## src/rtl/twiddle_feed.sv

```systemverilog
`default_nettype none
// +------------------------------------------------------------------------+
// | twiddle_feed: pairs radix-4 16-pt FFT samples with W16 twiddles and    |
// | feeds the complex multiplier through one valid/ready register slice.   |
// | Revision: 1.0                                                          |
// +------------------------------------------------------------------------+
module twiddle_feed #(
  parameter int DW = 64
) (
  input  logic          clk,
  input  logic          rst_n,
  input  logic          in_valid,
  output logic          in_ready,
  input  logic [DW-1:0] in_re,
  input  logic [DW-1:0] in_im,
  input  logic          in_last,
  output logic          out_valid,
  input  logic          out_ready,
  output logic [DW-1:0] out_x,
  output logic [DW-1:0] out_y,
  output logic [DW-1:0] out_l,
  output logic [DW-1:0] out_m,
  output logic [3:0]    out_idx,
  output logic          out_last,
  output logic          err
);

  // Q1.63 codes, round-half-away-from-zero of v*2^63
  localparam logic [DW-1:0] C_ONE     = DW'(64'h7FFF_FFFF_FFFF_FFFF);
  localparam logic [DW-1:0] C_NEG_ONE = DW'(64'h8000_0000_0000_0001);
  localparam logic [DW-1:0] C_C1      = DW'(64'd8521284645587064995);
  localparam logic [DW-1:0] C_S1      = DW'(64'd3529631669043774883);
  localparam logic [DW-1:0] C_C2      = DW'(64'd6521908912666391106);
  localparam logic [DW-1:0] C_NC1     = -C_C1;
  localparam logic [DW-1:0] C_NS1     = -C_S1;
  localparam logic [DW-1:0] C_NC2     = -C_C2;

  logic [3:0]    r_cnt;
  logic          r_err;
  logic          r_valid;
  logic [DW-1:0] r_x;
  logic [DW-1:0] r_y;
  logic [DW-1:0] r_l;
  logic [DW-1:0] r_m;
  logic [3:0]    r_idx;
  logic          r_last;

  logic          w_accept;
  logic          w_cnt_last;
  logic [3:0]    w_exp;
  logic [DW-1:0] w_rom_l;
  logic [DW-1:0] w_rom_m;

  assign in_ready   = !r_valid || out_ready;
  assign w_accept   = in_valid && in_ready;
  assign w_cnt_last = (r_cnt == 4'd15);
  // 2x2-bit product never exceeds 9, so it fits without wrap
  assign w_exp      = {2'b00, r_cnt[3:2]} * {2'b00, r_cnt[1:0]};

  always_comb begin
    w_rom_l = '0;
    w_rom_m = '0;
    case (w_exp)
      4'd0: begin w_rom_l = C_ONE; w_rom_m = '0;        end
      4'd1: begin w_rom_l = C_C1;  w_rom_m = C_NS1;     end
      4'd2: begin w_rom_l = C_C2;  w_rom_m = C_NC2;     end
      4'd3: begin w_rom_l = C_S1;  w_rom_m = C_NC1;     end
      4'd4: begin w_rom_l = '0;    w_rom_m = C_NEG_ONE; end
      4'd6: begin w_rom_l = C_NC2; w_rom_m = C_NC2;     end
      4'd9: begin w_rom_l = C_NC1; w_rom_m = C_S1;      end
      default: begin w_rom_l = '0; w_rom_m = '0;        end
    endcase
  end

  always_ff @(posedge clk or negedge rst_n) begin
    if (!rst_n) begin
      r_cnt   <= 4'd0;
      r_err   <= 1'b0;
      r_valid <= 1'b0;
      r_x     <= '0;
      r_y     <= '0;
      r_l     <= '0;
      r_m     <= '0;
      r_idx   <= 4'd0;
      r_last  <= 1'b0;
    end else begin
      if (w_accept) begin
        r_valid <= 1'b1;
        r_x     <= in_re;
        r_y     <= in_im;
        r_l     <= w_rom_l;
        r_m     <= w_rom_m;
        r_idx   <= r_cnt;
        r_last  <= w_cnt_last;
        // an early in_last resynchronises the frame to start over at 0
        r_cnt   <= (in_last || w_cnt_last) ? 4'd0 : r_cnt + 4'd1;
        if (in_last != w_cnt_last) begin
          r_err <= 1'b1;
        end
      end else if (out_ready) begin
        r_valid <= 1'b0;
      end
    end
  end

  assign out_valid = r_valid;
  assign out_x     = r_x;
  assign out_y     = r_y;
  assign out_l     = r_l;
  assign out_m     = r_m;
  assign out_idx   = r_idx;
  assign out_last  = r_last;
  assign err       = r_err;

endmodule
`default_nettype wire

```

## config.mk

```make
export PLATFORM = sky130hd
export DESIGN_NAME = twiddle_feed
export DESIGN_NICKNAME = d
export VERILOG_FILES = /design/src/rtl/twiddle_feed.sv
export SDC_FILE = /design/constraint.sdc
export NUM_CORES = 1
export LEC_CHECK = 0
export BUFFER_PORTS_ARGS = -buffer_cell sky130_fd_sc_hd__buf_2
export CAP_MARGIN = 20
export CORE_AREA = 2 2 153 155
export DETAILED_ROUTE_END_ITERATION = 7
export DIE_AREA = 0 0 155 157
export GPL_TIMING_DRIVEN = 0
export PLACE_DENSITY = 0.57
export SYNTH_ARGS = -nofsm -noshare
export SYNTH_HDL_FRONTEND = slang
export SYNTH_SLANG_ARGS = --single-unit
```

## constraint.sdc

```tcl
create_clock -name clk -period 3.5 [get_ports clk]
set_input_delay 0.525 -clock clk [delete_from_list [all_inputs] [get_ports clk]]
set_output_delay 0.525 -clock clk [all_outputs]
set_load 0.005 [all_outputs]
```

==> out/qor.csv, run 1 <==
metric,value,unit
outcome,"finished, final reports clean",
worst min-delay path category,in2async,
Synth top area share,56.3,%
number of synthesis warnings,0,
Max Cap Viol,0,
cells along the critical path,"buf_4, nand2_1, nor2_1, inv_1, ha_1, clkbuf_1, clkbuf_1, a31oi_1, a21oi_1",
initial antenna violation count,3,
final worst path period need,2090,ps
H-tree lvl count,4,
Post-layout nets,1366,
Die W,155,um
most frequent cell on the critical path,clkbuf_1,
number of setup buffers added after CTS,0,
All-Layer GR Usage,18.1,%
gate count of the mapped netlist,813,
clock-pin slew on the worst setup and hold paths,70,ps
placed cell count,1495,
Worst Path Required,3840,ps
"Distinct cells, synth",34,
"Hold Vio Cnt, Final",0,
DP Area,0.00948,sq mm
CP max FO,10,
"area leader, netlist",dfrtp_1,
critical path type,reg2reg,
DP HPWL,17.0,mm
f_max,479,MHz
later-pin clock latency in the skew report,420,ps
CP max stage delay,410,ps
Critical Path End Type,flop,
clk buf depth,2,
Root Driver,clkbuf_16,
CP arrival,2430,ps
Clock Skew,11.0,ps
PortBufs,396,
Layout area overhead,42.1,%
slowest CP cell,clkbuf_1,
max_slew headroom,46.3,%
row count,55,
Pins Over Slew Limit,0,
Core Footprint,0.0225,sq mm
Synth Register Bits,160,
final WL,22.3,mm
vias in the first global route,6204,
post-synth net total,950,
Avg Synthesized Cell Area,8.74,sq um
final core occ,44.9,%
Reg2Reg Depth,9,
post_cts resized,0,
pwr/cell area,509,mW/mm^2
Ports,397,
design area,0.0101,sq mm
sequential-to-total area share from yosys stat,56.3,%
vias,6441,
leakage,5.88,nW
vias per cell,4.21,
slew at the pin closest to its max-slew limit,806,ps
pin count of the biggest net entering global routing,100,
global-route wire length before repair,34.1,mm
total negative slack,0,ps
Pwr Total,5.14,mW
RSZ-0062 raised after global routing,false,
Critical Path Source Type,flop,
Final Cycle Share,59.6,%
share of cells above drive strength 1,44.3,%
DRT Pass-1 Iters,4,
FILL cells,2303,
Worst IR Drop VDD,0.000305,V
Synth area leaders,"dfrtp_1 56%, nand2_1 22%, buf_4 11%, clkbuf_1 1.5%, o21ai_1 1.1%",
final RePlAce weighted congestion,0.781,
total gr overflow,0,
drt drc,0,
post-route ant nets,0,
CTS sink count,160,
die height,157,um
1st-iter DRT viols,311,
CTS tree,built,
Non-Filler Instances,1529,
WL/cell,14.6,um
Final Setup Violations,0,
die footprint,0.0243,sq mm
Starting Density,31.6,%
mapped cell area,0.00711,sq mm
TritonCTS buffer count,17,
post-cts hold buffer count,0,
-- power breakdown --
| group | internal (mW) | total, mW | leakage [nW] | switching, mW |
|---|---|---|---|---|
| clock | 1.10 | 1.95 | 0.296 | 0.846 |
| combinational | 0.485 | 0.979 | 3.63 | 0.494 |
| sequential | 2.07 | 2.21 | 1.96 | 0.142 |
| total | 3.66 | 5.14 | 5.88 | 1.48 |
-- cell type report --
class                      instances  area (sq um)  share of cell area [%]
sequential                       160          4000                    39.6
multi-input combinational        501          2110                    20.8
timing repair buffer             397          2020                    20.0
buffer                           148           983                    9.73
clock buffer                      18           439                    4.35
tap                              285           357                    3.53
clock inverter                    14           174                    1.72
inverter                           4          15.0                   0.149
antenna                            2          5.00                  0.0495
-- worst max-delay path: cells and delay by family (launching register included) --
| family | cells | cell delay, ps |
|---|---|---|
| buffers and inverters | 4 | 940 |
| AO/OA/AOI/OAI | 2 | 400 |
| flip-flops | 1 | 370 |
| AND/OR/NAND/NOR | 2 | 180 |
| adder cells (fa/ha/maj) | 1 | 130 |
-- cell families after synthesis --
kind of cell               after synthesis  synth area share, %
DFF                                    160                 56.3
buffers and inverters                  152                 14.0
xor gates and xnor gates                 2                0.511
AOI/OAI and AO/OA                       38                 3.29
muxes                                    3                0.440
and+or+nand+nor                        454                 24.7
adders and majority gates                4                0.704
-- per-stage QoR --
stage / setup slack [ps] / hold slack (ps)
2_1_floorplan: 1780 / 229
3_3_place_gp: -737 / 439
3_5_place_dp: 1300 / 456
4_1_cts: 1420 / 166
5_1_grt: 1200 / 181
6_report: 1410 / 83.2
-- layout by cell type, fill, tap and decap left out, types with 4 or more instances in the layout --
master	Yosys	final
a21oi_1	5	5
clkbuf_1	29	29
buf_4	108	108
nand2_1	421	421
dfrtp_1	160	160
nor2_1	12	12
a31oi_1	8	8
clkbuf_16	0	17
buf_2	6	401
o21ai_1	16	16
ha_1	4	4
nand3_1	7	7
-- per-layer routing --
metal | GRT usage, % | vias to the layer above | wire length (um)
met4 | 5.47 | 2 | 349
met5 | 0 | - | 13
li1 | - | 3228 | -
met3 | 6.88 | 21 | 1990
met2 | 30.6 | 264 | 10900
met1 | 21.5 | 2926 | 9040
-- worst paths after layout --
kind                       slack (ps)                 start                    end
max                              1410  r_cnt[3]$_DFFE_PN0P_  out_l[56]$_DFFE_PN0P_
min                                80                 rst_n  out_y[35]$_DFFE_PN0P_
max reg2reg                      1410  r_cnt[3]$_DFFE_PN0P_  out_l[56]$_DFFE_PN0P_
min reg2reg                       470       err$_DFFE_PN0P_        err$_DFFE_PN0P_
max in group asynchronous        2610                 rst_n  out_x[40]$_DFFE_PN0P_
min in group clk                  280             in_im[56]  out_y[56]$_DFFE_PN0P_
-- sequential cells by signal, summed over array words and instances (netlist names) --
signal / count
out_y: 64
out_last: 1
out_valid: 1
out_x: 64
r_cnt: 4
out_idx: 4
err: 1
out_l: 11
out_m: 10
-- cells in the mapped netlist --
master and count:
a21boi_2 1, a21o_1 1, a21oi_1 5, a221oi_2 1
a31oi_1 8, and2_1 3, and3b_1 2, buf_1 3
buf_2 6, buf_4 108, buf_6 2, clkbuf_1 29
dfrtp_1 160, ha_1 4, inv_1 3, inv_2 1
mux2_2 1, mux2i_1 2, nand2_1 421, nand2b_1 3
nand3_1 7, nand3b_1 1, nand4_1 2, nor2_1 12
nor2b_1 2, o21ai_0 1, o21ai_1 16, o22a_1 1
o22ai_1 1, o31ai_1 2, o32a_1 1, or2_1 1
xnor2_1 1, xnor2_4 1
Note: power is estimated with default switching activity, not from simulation.
==> inputs of run 2 (changes only) <==
--- a/config.mk
+++ b/config.mk
@@ -7,11 +7,11 @@
 export LEC_CHECK = 0
 export BUFFER_PORTS_ARGS = -buffer_cell sky130_fd_sc_hd__buf_2
 export CAP_MARGIN = 20
-export CORE_AREA = 2 2 153 155
+export CORE_AREA = 2 2 154 156
 export DETAILED_ROUTE_END_ITERATION = 7
-export DIE_AREA = 0 0 155 157
+export DIE_AREA = 0 0 156 158
 export GPL_TIMING_DRIVEN = 0
-export PLACE_DENSITY = 0.57
+export PLACE_DENSITY = 0.56
 export SYNTH_ARGS = -nofsm -noshare
 export SYNTH_HDL_FRONTEND = slang
 export SYNTH_SLANG_ARGS = --single-unit
==> constraint.sdc (replaced) <==
create_clock -name clk -period 2.2 [get_ports clk]
set_input_delay 0.33 -clock clk [delete_from_list [all_inputs] [get_ports clk]]
set_output_delay 0.33 -clock clk [all_outputs]
set_load 0.005 [all_outputs]
==> run 2 against run 1 <==
Critical path depth unchanged. Count of clock-buffer cells in the layout unchanged. Non-clock buffer count up 1. Critical endpoint unchanged.
==> out/qor.csv, run 2 (synthesis gave the netlist of run 1 again) <==
metric,value,unit
outcome,"finished, final reports clean",
die height,158,um
Final Setup Violations,0,
post-route ant nets,0,
global-route wire length before repair,32.8,mm
clk buf depth,2,
1st-iter DRT viols,351,
pwr/cell area,794,mW/mm^2
max_slew headroom,51.0,%
number of cells on the critical path,9,
DRT Pass-1 Iters,4,
design area,0.0101,sq mm
vias,6452,
share of cells above drive strength 1,44.3,%
CP max stage delay,340,ps
Layout area overhead,41.9,%
slowest CP cell,dfrtp_1,
CTS tree,built,
Critical Path End Type,flop,
Final Cycle Share,89.2,%
TritonCTS buffer count,17,
final worst path period need,1960,ps
"Hold Vio Cnt, Final",0,
RSZ-0062 raised after global routing,false,
die footprint,0.0246,sq mm
gr busiest metal,met2,
Starting Density,30.8,%
Root Driver,clkbuf_16,
Max Cap Viol,0,
Core Footprint,0.0231,sq mm
Worst Path Required,2500,ps
slew at the pin closest to its max-slew limit,734,ps
H-tree lvl count,4,
critical path type,reg2reg,
total negative slack,0,ps
met2 GRT Util,29.5,%
hold depth,3,
WL/cell,14.2,um
CP arrival,2260,ps
row count,56,
later-pin clock latency in the skew report,430,ps
CTS sink count,160,
PortBufs,396,
Pwr Total,8.01,mW
Post-layout nets,1367,
DP HPWL,16.4,mm
leakage,5.87,nW
worst min-delay path category,in2reg,
vias per cell,4.21,
GR Layer Usage met3,5.69,%
final RePlAce weighted congestion,0.776,
Reg2Reg Depth,9,
total gr overflow,0,
Pins Over Slew Limit,0,
register area,0.00400,sq mm
cells along the critical path,"buf_4, nand2_1, nor2_1, inv_1, ha_1, clkbuf_1, clkbuf_2, a31oi_1, a21oi_1",
DP Area,0.00949,sq mm
Worst IR Drop VDD,0.000479,V
area occupied by multi-input gates,0.00211,sq mm
Critical path buffers and inverters,4,
Clock Skew,10.0,ps
"commonest non-fill, non-tap cells in the layout","421 x nand2_1, 401 x buf_2, 160 x dfrtp_1",
drt drc,0,
Die W,156,um
minimum hold slack,86.8,ps
CP top delay family,buffers and inverters,
initial antenna violation count,1,
Critical Path Source Type,flop,
clock-pin slew on the worst setup and hold paths,80,ps
FILL cells,2363,
"commonest non-fill, non-tap cell in the layout",nand2_1,
f_max,509,MHz
All-Layer GR Usage,17.3,%
pin count of the biggest net entering global routing,93,
grt met1 use,21.0,%
CP max FO,10,
final WL,21.8,mm
Ports,397,
vias in the first global route,5919,
## run 2: cell types whose count changed in the layout (fill, tap and decap cells not counted), sizes merged
cell and delta:
bufinv -2, inv +3, clkinv -1, dlygate4sd3 +1, diode -1
## run 2: layer usage
metal | wire, um | up-vias | part of all wire (%)
met2 | 10800 | 268 | 50
met3 | 1730 | 18 | 7.9
met1 | 8960 | 2929 | 41
li1 | - | 3237 | -
met5 | 0 | - | 0
met4 | 301 | 0 | 1.4
## run 2: path summary, 6_finish.rpt
| path | from | endpoint | slack, ps |
|---|---|---|---|
| setup / recovery | r_cnt[3]$_DFFE_PN0P_ | out_l[56]$_DFFE_PN0P_ | 240 |
| hold / removal | in_re[11] | out_x[11]$_DFFE_PN0P_ | 90 |
| setup reg to reg | r_cnt[3]$_DFFE_PN0P_ | out_l[56]$_DFFE_PN0P_ | 240 |
| hold reg to reg | err$_DFFE_PN0P_ | err$_DFFE_PN0P_ | 460 |
| max in group asynchronous | rst_n | out_x[52]$_DFFE_PN0P_ | 890 |
| min in group asynchronous | rst_n | out_y[25]$_DFFE_PN0P_ | 490 |
## run 2: repair_timing
item | CTS | global route
hold buffers | 1 | 0
buffers inserted | 0 | 0
resized for setup | 0 | 2
setup endpoints to repair | 0 | 5
hold endpoints to repair | 91 | 0
## run 2: area by class of cell
cell class | count | area share [%]
Sequential cell | 160 | 39.7
Multi-Input combinational cell | 501 | 20.9
Timing Repair Buffer | 398 | 20.1
Buffer | 148 | 9.76
Clock buffer | 18 | 4.35
Tap cell | 290 | 3.60
Clock inverter | 14 | 1.41
Inverter | 4 | 0.149
Antenna cell | 1 | 0.0248
## run 2: stage by stage
| step | cells | utilization [%] | setup slack, ps |
|---|---|---|---|
| after floorplan | 813 | - | 479 |
| after global placement | 1499 | 41.0 | -1880 |
| after detailed placement | 1500 | 41.2 | 138 |
| after CTS | 1533 | 43.7 | 111 |
| after global routing | 1533 | 43.7 | 59.0 |
| final | 1534 | 43.8 | 237 |
## run 2: worst min-delay path: cells and delay by family
family	cells	cell delay (ps)
buf+inv	1	80
simple gates	2	80
## run 2: where the power goes
group	switching [mW]	internal [mW]
Sequential	0.229	3.29
Clock	1.40	1.54
Combinational	0.774	0.772
